==> src/rtl/mult_drv_pkg.sv <==
// Shared types and default sizing for the multiplier block driver.
package mult_drv_pkg;

    typedef enum logic [2:0] {
        IDLE      = 3'd0,
        ISSUE     = 3'd1,
        WAIT_FULL = 3'd2,
        REQ_READ  = 3'd3,
        COLLECT   = 3'd4,
        DONE      = 3'd5
    } drv_state_t;

    localparam int N_DEF     = 32;
    localparam int DEPTH_DEF = 64;
    localparam int IDX_W     = $clog2(DEPTH_DEF);
    localparam int SUM_W     = N_DEF + IDX_W;

endpackage

==> src/rtl/mult_drv_watchdog.sv <==
// Idle watchdog: down-counter reloaded on clear, expires on the TIMEOUT-th enabled cycle.
module mult_drv_watchdog #(
    parameter int TIMEOUT = 1024
) (
    input  logic i_clk,
    input  logic i_rst,
    input  logic i_clr,
    input  logic i_en,
    output logic o_expire
);

    localparam int CW = (TIMEOUT > 1) ? $clog2(TIMEOUT) : 1;
    localparam logic [CW-1:0] LOAD = CW'(TIMEOUT - 1);

    logic [CW-1:0] r_count;

    always_ff @(posedge i_clk) begin
        if (i_rst) begin
            r_count <= LOAD;
        end else if (i_clr) begin
            r_count <= LOAD;
        end else if (i_en && (r_count != '0)) begin
            r_count <= r_count - 1'b1;
        end
    end

    assign o_expire = i_en && (r_count == '0);

endmodule

==> src/rtl/mult_block_driver.sv <==
// Host-side driver: issues one block of DEPTH multiplies, then reads the block back
// as an indexed result stream with a running block sum.
module mult_block_driver
    import mult_drv_pkg::*;
#(
    parameter int N       = N_DEF,
    parameter int DEPTH   = DEPTH_DEF,
    parameter int TIMEOUT = 1024
) (
    input  logic                       CLK,
    input  logic                       rst,
    input  logic                       run,
    input  logic                       op_valid,
    input  logic [15:0]                op_a,
    input  logic [15:0]                op_b,
    output logic                       op_ready,
    input  logic                       RDY_mult,
    output logic                       EN_mult,
    output logic [15:0]                mult_input0,
    output logic [15:0]                mult_input1,
    output logic                       EN_blockRead,
    input  logic                       VALID_memVal,
    input  logic [N-1:0]               memVal_data,
    output logic                       res_valid,
    output logic [N-1:0]               res_data,
    output logic [$clog2(DEPTH)-1:0]   res_index,
    output logic                       res_last,
    output logic [N+$clog2(DEPTH)-1:0] blk_sum,
    output logic                       blk_done,
    output logic                       err_timeout,
    output logic                       err_spurious
);

    // state     | meaning
    // IDLE      | waiting for run with the multiplier ready
    // ISSUE     | passing DEPTH operand pairs to the multiplier
    // WAIT_FULL | waiting for RDY_mult low (multiplier memory full)
    // REQ_READ  | EN_blockRead held until the first read-back word
    // COLLECT   | capturing the remaining read-back words
    // DONE      | block complete, blk_done pulses next cycle

    localparam int IW = $clog2(DEPTH);
    localparam int SW = N + IW;
    localparam int CW = IW + 1;
    localparam logic [CW-1:0] DEPTH_C = CW'(DEPTH);
    localparam logic [CW-1:0] LAST_C  = CW'(DEPTH - 1);

    drv_state_t    r_state;
    drv_state_t    w_state_next;
    logic [CW-1:0] r_issued;
    logic [CW-1:0] r_words;
    logic          r_en_blockread;
    logic          r_res_valid;
    logic [N-1:0]  r_res_data;
    logic [IW-1:0] r_res_index;
    logic          r_res_last;
    logic [SW-1:0] r_blk_sum;
    logic          r_blk_done;
    logic          r_err_timeout;
    logic          r_err_spurious;

    logic w_capture;
    logic w_spurious;
    logic w_wd_en;
    logic w_wd_clr;
    logic w_wd_expire;
    logic w_timeout;
    logic w_last_word;
    logic w_issue_last;
    logic w_start;

    always_ff @(posedge CLK) begin
        if (rst) begin
            r_state <= IDLE;
        end else begin
            r_state <= w_state_next;
        end
    end

    always_comb begin
        w_state_next = r_state;
        case (r_state)
            IDLE:      if (run && RDY_mult) w_state_next = ISSUE;
            ISSUE:     if (w_issue_last) w_state_next = WAIT_FULL;
            WAIT_FULL: begin
                if (w_timeout)      w_state_next = IDLE;
                else if (!RDY_mult) w_state_next = REQ_READ;
            end
            REQ_READ: begin
                if (w_last_word)    w_state_next = DONE;
                else if (w_capture) w_state_next = COLLECT;
                else if (w_timeout) w_state_next = IDLE;
            end
            COLLECT: begin
                if (w_last_word)    w_state_next = DONE;
                else if (w_timeout) w_state_next = IDLE;
            end
            DONE:      w_state_next = IDLE;
            default:   w_state_next = IDLE;
        endcase
    end

    always_comb begin
        op_ready   = 1'b0;
        w_capture  = 1'b0;
        w_wd_en    = 1'b0;
        case (r_state)
            ISSUE:             op_ready = RDY_mult && (r_issued < DEPTH_C);
            WAIT_FULL:         w_wd_en = 1'b1;
            REQ_READ, COLLECT: begin
                w_wd_en   = 1'b1;
                w_capture = VALID_memVal;
            end
            default: ;
        endcase
        if (rst) begin
            op_ready = 1'b0;
        end
        w_spurious  = VALID_memVal && !((r_state == REQ_READ) || (r_state == COLLECT));
        EN_mult     = op_valid && op_ready;
        mult_input0 = rst ? 16'd0 : op_a;
        mult_input1 = rst ? 16'd0 : op_b;
    end

    assign w_issue_last = EN_mult && (r_issued == LAST_C);
    assign w_last_word  = w_capture && (r_words == LAST_C);
    // A word arriving on the expiry cycle still counts as progress.
    assign w_timeout    = w_wd_expire && !w_capture;
    assign w_wd_clr     = (w_state_next != r_state) || w_capture;
    assign w_start      = (r_state == IDLE) && (w_state_next == ISSUE);

    mult_drv_watchdog #(
        .TIMEOUT (TIMEOUT)
    ) u_watchdog (
        .i_clk    (CLK),
        .i_rst    (rst),
        .i_clr    (w_wd_clr),
        .i_en     (w_wd_en),
        .o_expire (w_wd_expire)
    );

    always_ff @(posedge CLK) begin
        if (rst) begin
            r_issued       <= '0;
            r_words        <= '0;
            r_en_blockread <= 1'b0;
            r_res_valid    <= 1'b0;
            r_res_data     <= '0;
            r_res_index    <= '0;
            r_res_last     <= 1'b0;
            r_blk_sum      <= '0;
            r_blk_done     <= 1'b0;
            r_err_timeout  <= 1'b0;
            r_err_spurious <= 1'b0;
        end else begin
            r_res_valid    <= w_capture;
            r_res_last     <= w_last_word;
            r_blk_done     <= (r_state == DONE);
            r_en_blockread <= (w_state_next == REQ_READ);
            if (w_start) begin
                r_issued  <= '0;
                r_words   <= '0;
                r_blk_sum <= '0;
            end else begin
                if (EN_mult) begin
                    r_issued <= r_issued + 1'b1;
                end
                if (w_capture) begin
                    r_res_data  <= memVal_data;
                    r_res_index <= r_words[IW-1:0];
                    r_words     <= r_words + 1'b1;
                    r_blk_sum   <= r_blk_sum + SW'(memVal_data);
                end
            end
            if (w_timeout) begin
                r_err_timeout <= 1'b1;
            end
            if (w_spurious) begin
                r_err_spurious <= 1'b1;
            end
        end
    end

    assign EN_blockRead = r_en_blockread;
    assign res_valid    = r_res_valid;
    assign res_data     = r_res_data;
    assign res_index    = r_res_index;
    assign res_last     = r_res_last;
    assign blk_sum      = r_blk_sum;
    assign blk_done     = r_blk_done;
    assign err_timeout  = r_err_timeout;
    assign err_spurious = r_err_spurious;

endmodule

==> config.mk <==
export PLATFORM = sky130hd
export DESIGN_NAME = mult_block_driver
export DESIGN_NICKNAME = d
export VERILOG_FILES = /design/src/rtl/mult_drv_pkg.sv /design/src/rtl/mult_drv_watchdog.sv /design/src/rtl/mult_block_driver.sv
export SDC_FILE = /design/constraint.sdc
export NUM_CORES = 1
export LEC_CHECK = 0
export CAP_MARGIN = 30
export CORE_MARGIN = 4
export CORE_UTILIZATION = 43
export CTS_CLUSTER_SIZE = 12
export DETAILED_ROUTE_END_ITERATION = 6
export PLACE_DENSITY = 0.85
export SLEW_MARGIN = 25
export SYNTH_ARGS = -nofsm -noshare
export SYNTH_HDL_FRONTEND = slang
export SYNTH_SLANG_ARGS = --single-unit
==> constraint.sdc <==
create_clock -name CLK -period 2.85 [get_ports CLK]
set_clock_uncertainty 0.2 [all_clocks]
set_input_delay 0.285 -clock CLK [delete_from_list [all_inputs] [get_ports CLK]]
set_output_delay 0.285 -clock CLK [all_outputs]
set_load 0.005 [all_outputs]
==> results_dict.tcl, run 1 <==
set metrics [dict create \
    synth_cell_types 68 \
    crit_type "flip-flop to flip-flop" \
    ir_drop_mv 0.238 \
    wire_per_inst_um 15.4 \
    worst_setup_path_start_kind "flip-flop" \
    crit_fanout 3 \
    fin_nets 1122 \
    holdBufCountCts 0 \
    io_pins 186 \
    ys.flop_type "dfxtp_1" \
    startpoint "blk_sum[10]$_SDFFE_PP0P_" \
    port_buffers 185 \
    ys_ff_latch 109 \
    powerDensity_mw_per_mm2 336 \
    r2r-end "blk_sum[30]$_SDFFE_PP0P_" \
    syn2layout_area_growth_pct 52.1 \
    met1_usage 0.275 \
    cp.arrival_ns 2.85 \
    worstPathCellList "ha_4, buf_4, and4_4, a21oi_2, o21ai_2, a311oi_2, a21oi_4, buf_4, o31ai_4, xnor2_1, nand2_1, a21oi_1" \
    timing.final.ws_setup_ns 0.0882 \
    crit_path_end_kind "flip-flop" \
    dr.pass1.iters 5 \
    critical-path-max-stage-delay_ns 0.42 \
    final_util 0.681 \
    r2r_cells 12 \
    drc_errors 0 \
    syn-num-nets 878 \
    antenna_left 0 \
    root_buffer "clkbuf_16" \
    min_period_ns 2.76 \
    grt_pass1_wl_um 29500 \
    grt_pass1_vias 6243 \
    placed_cells 1175 \
    hold_viol_final 0 \
    clk_path_buf_depth 2 \
    antenna_cells 0 \
    use_met3 0.0563 \
    crit_slowest_cell "a311oi_2" \
    vias 6380 \
    cts_tree "done" \
    worst_path_most_repeated_cell "buf_4" \
    ys_seq_area_frac 0.362 \
    r2r_start "blk_sum[10]$_SDFFE_PP0P_" \
    hold_ws_ns 0.0515 \
    antenna_found_initial 0 \
    synth_warnings 0 \
    clk_pin_slew_ns 0.07 \
    grt_overflow 0 \
    synth_edf_count 0 \
    core_area_sq_mm 0.0135 \
    grt_max_degree 48 \
    syn_area_sq_mm 0.00602 \
    die_h_um 126 \
    hp-class "input port to flip-flop" \
    hpwl_um 13400 \
    tns_ns 0 \
    place_ws_ns -0.528 \
    fp.dieW_um 126 \
    initial_core_util 0.448 \
    setup_viol 0 \
    place.gp.congestion 0.918 \
    drt_iter0_markers 558 \
    power_leakage_nw 3.61 \
    grt_busiest_layer "met2" \
    cts_max_level 3 \
    layout-drive-gt1-share 0.162 \
    r2r_slack_ns 0.09 \
    die_area_sq_mm 0.0160 \
    tightest_slew_ns 0.729 \
    synth.avg_cell_area_sq_um 7.81 \
    crit_required_ns 2.94 \
    wl_um 18400 \
    grt_use_total 0.220 \
    timing.final.crit_share 0.969 \
    row_count 42 \
    drv_slew 0 \
    use_met2 0.362 \
    numCtsBuffers 9 \
    synthCells 771 \
    clock_latency_ns 0.35 \
    crit_path_end "blk_sum[30]$_SDFFE_PP0P_" \
    drv_cap 0 \
    synthArstFlopShare 0 \
    instances_no_fill 1195 \
    status "complete, no violations" \
    hold_path_depth 3 \
    drt-vias-per-instance 5.34 \
    slew-limit-headroom 0.509 \
    fmax_mhz 362 \
    clock-sinks 109 \
]
critical path: cells and delay by family, from the launching register on:
family | cells | cell delay [ns]
xor gates and xnor gates | 1 | 0.14
AOI/OAI and AO/OA | 6 | 1.23
buffers and inverters | 2 | 0.32
DFF | 1 | 0.34
adders and majority gates | 1 | 0.26
and+or+nand+nor | 2 | 0.21
kinds of logic after synthesis:
kind of cell    count (synthesis)  synth area share
buf+inv                        57            0.0451
mux                             1           0.00166
xor+xnor                       40            0.0582
simple gates                  335             0.259
compound gates                192             0.196
flops                         109             0.362
fa+ha+maj                      37            0.0781
layout make-up:
type                            count  area (sq um)
Clock inverter                      4          26.3
Tap cell                          176           220
Clock buffer                       11           233
Timing Repair Buffer              271          2510
Inverter                           19          71.3
Fill cell                        1049          4290
Multi-Input combinational cell    605          3910
Sequential cell                   109          2190
registers in the layout, indices dropped and copies added (netlist names), 3 cells and up:
register and count:
r_words 7, u_watchdog.r_count 10, r_issued 7, res_data 32, blk_sum 38, r_state 3
res_index 6
power breakdown:
part | total [mW] | internal [mW] | leakage, nW | switching (mW)
combinational | 0.392 | 0.219 | 2.60 | 0.173
sequential | 1.53 | 1.52 | 0.882 | 0.00193
clock | 1.16 | 0.588 | 0.125 | 0.570
total | 3.08 | 2.33 | 3.61 | 0.745
Yosys cell counts, types with 3 or more instances:
library cell | instances | area [sq um]
o21ai_0 | 19 | 95.1
dfxtp_1 | 109 | 2180
nor2_1 | 54 | 203
ha_1 | 36 | 450
nor2b_1 | 37 | 231
buf_2 | 3 | 15.0
and4_1 | 3 | 26.3
o31ai_1 | 6 | 45.0
nand4_1 | 5 | 31.3
a31oi_1 | 4 | 25.0
a21oi_1 | 99 | 495
xnor2_1 | 21 | 184
a211oi_1 | 7 | 52.6
nand2_1 | 168 | 631
nand3_1 | 24 | 120
a211o_1 | 3 | 26.3
xor2_1 | 19 | 166
inv_1 | 19 | 71.3
a21o_1 | 16 | 120
nor3_1 | 12 | 60.1
clkbuf_1 | 25 | 93.8
or3_1 | 10 | 62.6
o211ai_1 | 4 | 30.0
o21bai_1 | 7 | 52.6
o21a_1 | 5 | 37.5
what timing repair did:
action,4_1_cts,5_1_grt
buffers inserted,2,3
gates resized for setup,22,50
cloned,0,0
pin swaps,9,30
setup endpoints to repair,16,25
cells in the final DEF (no fill, tap or decap), types with 3 or more instances in the layout:
cell               n
dfxtp_2            7
a211o_1            3
a21oi_2            6
nand3_1           23
or3_1             10
a211oi_1           6
dlygate4sd2_1      3
nand4_1            5
o21ai_0           16
ha_1              24
nor3_1            11
a21o_1            16
nor2b_1           35
o211ai_1           4
o21ai_2            4
a21oi_1           92
ha_4              11
xor2_1            19
buf_4             86
clkdlybuf4s50_1  173
nor2_1            54
inv_1             19
nand2_1          166
o31ai_1            3
o21bai_1           7
a31oi_1            4
dlymetal6s2s_1     8
dfxtp_1          102
xnor2_1           21
clkbuf_16          9
o21a_1             5
layer usage:
metal,share of wire,vias up
li1,-,3153
met1,0.44,2969
met2,0.47,227
met3,0.066,31
met4,0.024,0
met5,0,-
through the flow:
| stage | total power, mW | instance area (sq um) |
|---|---|---|
| 3_5_place_dp | 1.93 | 8500 |
| 5_1_grt | 3.19 | 9160 |
| 4_1_cts | 3.09 | 8900 |
| 2_1_floorplan | 1.71 | 6020 |
| 3_3_place_gp | 1.93 | 8500 |
| 6_report | 3.08 | 9160 |
worst min path at each step:
stage                                    startpoint                        end  slack [ns]
after floorplan                      memVal_data[0]   res_data[0]$_SDFFE_PP0P_        0.22
after global placement    res_data[28]$_SDFFE_PP0P_  res_data[28]$_SDFFE_PP0P_        0.24
after detailed placement  res_data[21]$_SDFFE_PP0P_  res_data[21]$_SDFFE_PP0P_        0.25
after CTS                                       rst        blk_done$_SDFF_PP0_        0.13
after global routing                 memVal_data[5]   res_data[5]$_SDFFE_PP0P_        0.07
final                                memVal_data[5]   res_data[5]$_SDFFE_PP0P_        0.05
(Power assumes the default switching activity.)
==> run 2, diff against run 1 <==
Settings changed: CORE_UTILIZATION 43 to 47, PLACE_DENSITY 0.85 to 0.87.
Clock period 2.85 ns to 3 ns, I/O delays scaled along.
==> results_dict.tcl, run 2 (synthesis gave the netlist of run 1 again) <==
set metrics [dict create \
    status "complete, no violations" \
    fin_nets 1100 \
    syn2layout_area_growth_pct 47.0 \
    crit_slowest_cell "clkdlybuf4s50_1" \
    initial_core_util 0.479 \
    fmax_mhz 347 \
    hpwl_um 13000 \
    hold_viol_final 0 \
    die_h_um 121 \
    setup_viol 0 \
    crit_type "input port to flip-flop" \
    power_leakage_nw 3.48 \
    final_common_cell "clkdlybuf4s50_1" \
    critical_path_buf_inv_count 1 \
    cts_max_level 3 \
    place_ws_ns -0.336 \
    path_delay_family "compound AO/OA/AOI/OAI gates" \
    clk_path_buf_depth 2 \
    place.gp.congestion 0.897 \
    ir_drop_mv 0.233 \
    clock_latency_ns 0.36 \
    timing.final.crit_share 0.961 \
    crit_fanout 6 \
    antenna_found_initial 0 \
    drv_slew 0 \
    drv_cap 0 \
    grt_overflow 0 \
    layout-drive-gt1-share 0.123 \
    min_period_ns 2.88 \
    row_count 41 \
    port_buffers 185 \
    cts_tree "done" \
    largest_register_ffs 38 \
    dr.pass1.iters 6 \
    slew-limit-headroom 0.557 \
    grt_max_degree 59 \
    wl_um 17700 \
    grt_pass1_vias 6218 \
    holdBufCountCts 0 \
    vias 6229 \
    powerDensity_mw_per_mm2 337 \
    timing.final.ws_setup_ns 0.116 \
    grt_pass1_wl_um 28700 \
    io_pins 186 \
    design_area_sq_mm 0.00885 \
    core_area_sq_mm 0.0126 \
    fp.dieW_um 121 \
    place_area_sq_mm 0.00836 \
    antenna_left 0 \
    clk_pin_slew_ns 0.07 \
    root_buffer "clkbuf_16" \
    worst_setup_path_start_kind "input port" \
    drc_errors 0 \
    final_cell_mix "clkdlybuf4s50_1 (181), nand2_1 (166), dfxtp_1 (108)" \
    antenna_cells 0 \
    numCtsBuffers 9 \
    crit_required_ns 3.09 \
    die_area_sq_mm 0.0147 \
    drt-vias-per-instance 5.32 \
    wire_per_inst_um 15.1 \
    hp-class "input port to flip-flop" \
    crit_path_end_kind "flip-flop" \
    tns_ns 0 \
    tightest_slew_ns 0.658 \
    cp.arrival_ns 2.98 \
    worstPathCellList "clkdlybuf4s50_1, ha_4, a21oi_1, nor3b_4, o311ai_4, a2111oi_4, nor2_2, o21ai_2, a41oi_2, or3_1, a21oi_2" \
    critical-path-max-stage-delay_ns 0.46 \
    grt_use_total 0.238 \
    clock-sinks 109 \
    drt_iter0_markers 313 \
]
[run 2: final cells by class]
class	instances	area, sq um
clock buffers	14	274
clock inverters	2	16.3
fillers	985	3710
inverters	19	71.3
multi-input cells	605	3750
flip-flops and latches	109	2180
well taps	172	215
repair buffers	249	2350
[run 2: metrics by stage]
| step | util | instances | hold slack [ns] | power (mW) |
|---|---|---|---|---|
| 6_report | 0.705 | 1170 | 0.0787 | 2.99 |
| 5_1_grt | 0.705 | 1170 | 0.0797 | 3.10 |
| 4_1_cts | 0.689 | 1168 | 0.0938 | 3.01 |
| 3_5_place_dp | 0.666 | 1152 | 0.246 | 1.83 |
| 3_3_place_gp | 0.666 | 1152 | 0.241 | 1.82 |
| 2_1_floorplan | - | 771 | 0.236 | 1.63 |
[run 2: tightest hold or removal path, cell delays in order]
cell	delay, ns
dlymetal6s2s_1	0.16
nand2_1	0.08
a21oi_1	0.05
[run 2: worst paths after layout]
kind,slack [ns],end,cells past startpoint,startpoint
worst max-delay path,0.12,blk_sum[33]$_SDFFE_PP0P_,11,memVal_data[6]
worst min-delay path,0.08,res_data[10]$_SDFFE_PP0P_,3,memVal_data[10]
worst max register to register,0.15,blk_sum[33]$_SDFFE_PP0P_,10,blk_sum[9]$_SDFFE_PP0P_
worst min register to register,0.25,res_data[12]$_SDFFE_PP0P_,2,res_data[12]$_SDFFE_PP0P_
[run 2: layer usage]
layer / routed length (um) / track usage / vias to the layer above
met2: 8390 / 0.402 / 232
met4: 420 / 0.0875 / 0
met3: 1400 / 0.0671 / 29
met5: 0 / 0 / -
li1: - / - / 3104
met1: 7460 / 0.289 / 2864
[run 2: repair_timing]
item | in CTS | in global routing
resized for setup | 0 | 34
setup endpoints to repair | 0 | 18
hold endpoints to repair | 0 | 0
buffers inserted | 0 | 2
[run 2: power by group]
part | total (mW) | internal [mW] | switching, mW | leakage [nW]
Combinational | 0.354 | 0.198 | 0.157 | 2.46
Sequential | 1.45 | 1.45 | 0.00208 | 0.879
Clock | 1.18 | 0.635 | 0.547 | 0.139
==> RTL change (settings of run 2) <==
`TIMEOUT` is set to 1024 in 2 places; all go to 4096.
--- a/src/rtl/mult_drv_watchdog.sv
+++ b/src/rtl/mult_drv_watchdog.sv
@@ -1,5 +1,5 @@
 // Idle watchdog: down-counter reloaded on clear, expires on the TIMEOUT-th enabled cycle.
 module mult_drv_watchdog #(
-    parameter int TIMEOUT = 1024
+    parameter int TIMEOUT = 4096
 ) (
     input  logic i_clk,
--- a/src/rtl/mult_block_driver.sv
+++ b/src/rtl/mult_block_driver.sv
@@ -6,5 +6,5 @@
     parameter int N       = N_DEF,
     parameter int DEPTH   = DEPTH_DEF,
-    parameter int TIMEOUT = 1024
+    parameter int TIMEOUT = 4096
 ) (
     input  logic                       CLK,
Formal check against the unedited RTL: no difference found for any inputs over 4 cycles, from zero or initial values and one cycle with rst high; that may be too few to reach the edited logic, so the function may still have changed.
==> RTL change against run 2 <==
- synthesized area rose by 0.23%
- worst setup slack got worse by 58 ps
- the flow now finishes with violations (design-rule violations)
- final area fell by 0.16%
- total power rose by 4.3%
- routed wire length rose by 1.2%
- count of clock-buffer cells in the layout fell by 3
- sequential cell count rose by 2
- clock power rose by 8%
==> RTL change: results (changes against run 2) <==
run_status:
  violations: "design-rule violations"
  run_status: "complete, but fails checks"  # was finished clean
detailed_routing:
  drt_iter0_drc: 534  # was 313
  route.vias.total: 6331  # was 6229
  first_pass_iters: 7  # was 6
  finalWirelength_mm: 17.9  # was 17.7 mm
  drc: 1  # was 0
final_layout:
  layout-drive-gt1-share_pct: 10.6  # was 12.3%
placed_design:
  place_area_sq_mm: 0.00845  # was 0.00836 sq mm
  gp_congestion: 0.898  # was 0.897
  dp_hpwl_mm: 13.2  # was 13.0 mm
worst_setup_path:
  cp_max_fo: 3  # was 6
  cpPeakStageDelay_ps: 490  # was 460 ps
global_routing:
  grt_max_degree: 43  # was 59
  gr-usage-all-layers_pct: 23.9  # was 23.8%
  grt_pass1_wl_mm: 28.8  # was 28.7 mm
  grt_pass1_vias: 6125  # was 6218
pwr:
  p_leak_nw: 3.48  # about the same
synth:
  synth_fa_ha_area_share_pct: 7.79  # was 7.81%
  synth_common_cells: "nand2_1, dfxtp_1, a21oi_1, nor2_1, ha_1"  # was nand2_1, dfxtp_1, a21oi_1, nor2_1, nor2b_1
  synth_compound_gate_area_share_pct: 19.4  # was 19.6%
  netlist_top_cells_area: "dfxtp_1, nand2_1, a21oi_1"  # unchanged
  synth_fp_nets: 883  # was 878
  synth_mux_area_share_pct: 0.332  # was 0.166%
  synth_seq_area_share_pct: 36.8  # was 36.2%
sta:
  slew_headroom_pct: 54.1  # was 55.7%
==> RTL change: kinds of logic (layout without fill, tap and decap cells) <==
group	Yosys count	after routing
buffers and inverters	53	284
multiplexers	2	2
XOR/XNOR	43	43
flip-flops	111	111
adder cells (fa/ha/maj)	37	37
AND/OR/NAND/NOR	335	335
AO/OA/AOI/OAI	195	195
==> RTL change: cell type report <==
cell class / count / area [sq um]
well taps: 172 / 215
inverters: 17 / 63.8
clock buffers: 11 / 233
repair buffers: 251 / 2340
multi-input cells: 612 / 3680
flip-flops and latches: 111 / 2220
fillers: 1037 / 3780
clock inverters: 5 / 82.6
==> RTL change: power by group <==
part / internal [mW] / leakage, nW / switching (mW)
combinational: 0.197 / 2.43 / 0.158
sequential: 1.47 / 0.895 / 0.00308
clock: 0.735 / 0.154 / 0.547
total: 2.41 / 3.48 / 0.709
==> RTL change: worst paths after layout <==
check,from,end,slack [ps],cells past startpoint
max reg2reg,blk_sum[0],blk_sum[26],160,12
min,rst,err_spurious,80,2
min reg2reg,r_issued[6],r_issued[6],250,2
max,memVal_data[0],blk_sum[26],60,13
==> RTL change: per-stage QoR <==
step	cells	utilization, %	total power, mW	setup WS (ps)	hold WS [ps]
after floorplan	776	-	1.65	271	220
after global placement	1163	66.9	1.85	-383	231
after detailed placement	1163	66.9	1.85	-431	246
after CTS	1179	69.7	3.13	7.80	74.8
after global routing	1179	70.1	3.23	-121	87.8
final	1179	70.1	3.11	57.7	83.2
==> RTL change: layer usage <==
| metal | wire [microns] | up-vias | global-route usage (%) | part of all wire, % |
|---|---|---|---|---|
| met5 | 0 | - | 0 | 0 |
| met1 | 7350 | 2933 | 28.6 | 41 |
| met2 | 8880 | 230 | 41.0 | 50 |
| met3 | 1170 | 39 | 6.57 | 6.5 |
| li1 | - | 3129 | - | - |
| met4 | 471 | 0 | 8.68 | 2.6 |
==> RTL change: timing repair <==
item	4_1_cts	5_1_grt
pin swaps	4	5
gates resized for setup	6	8
endpoints found under the setup margin	2	21
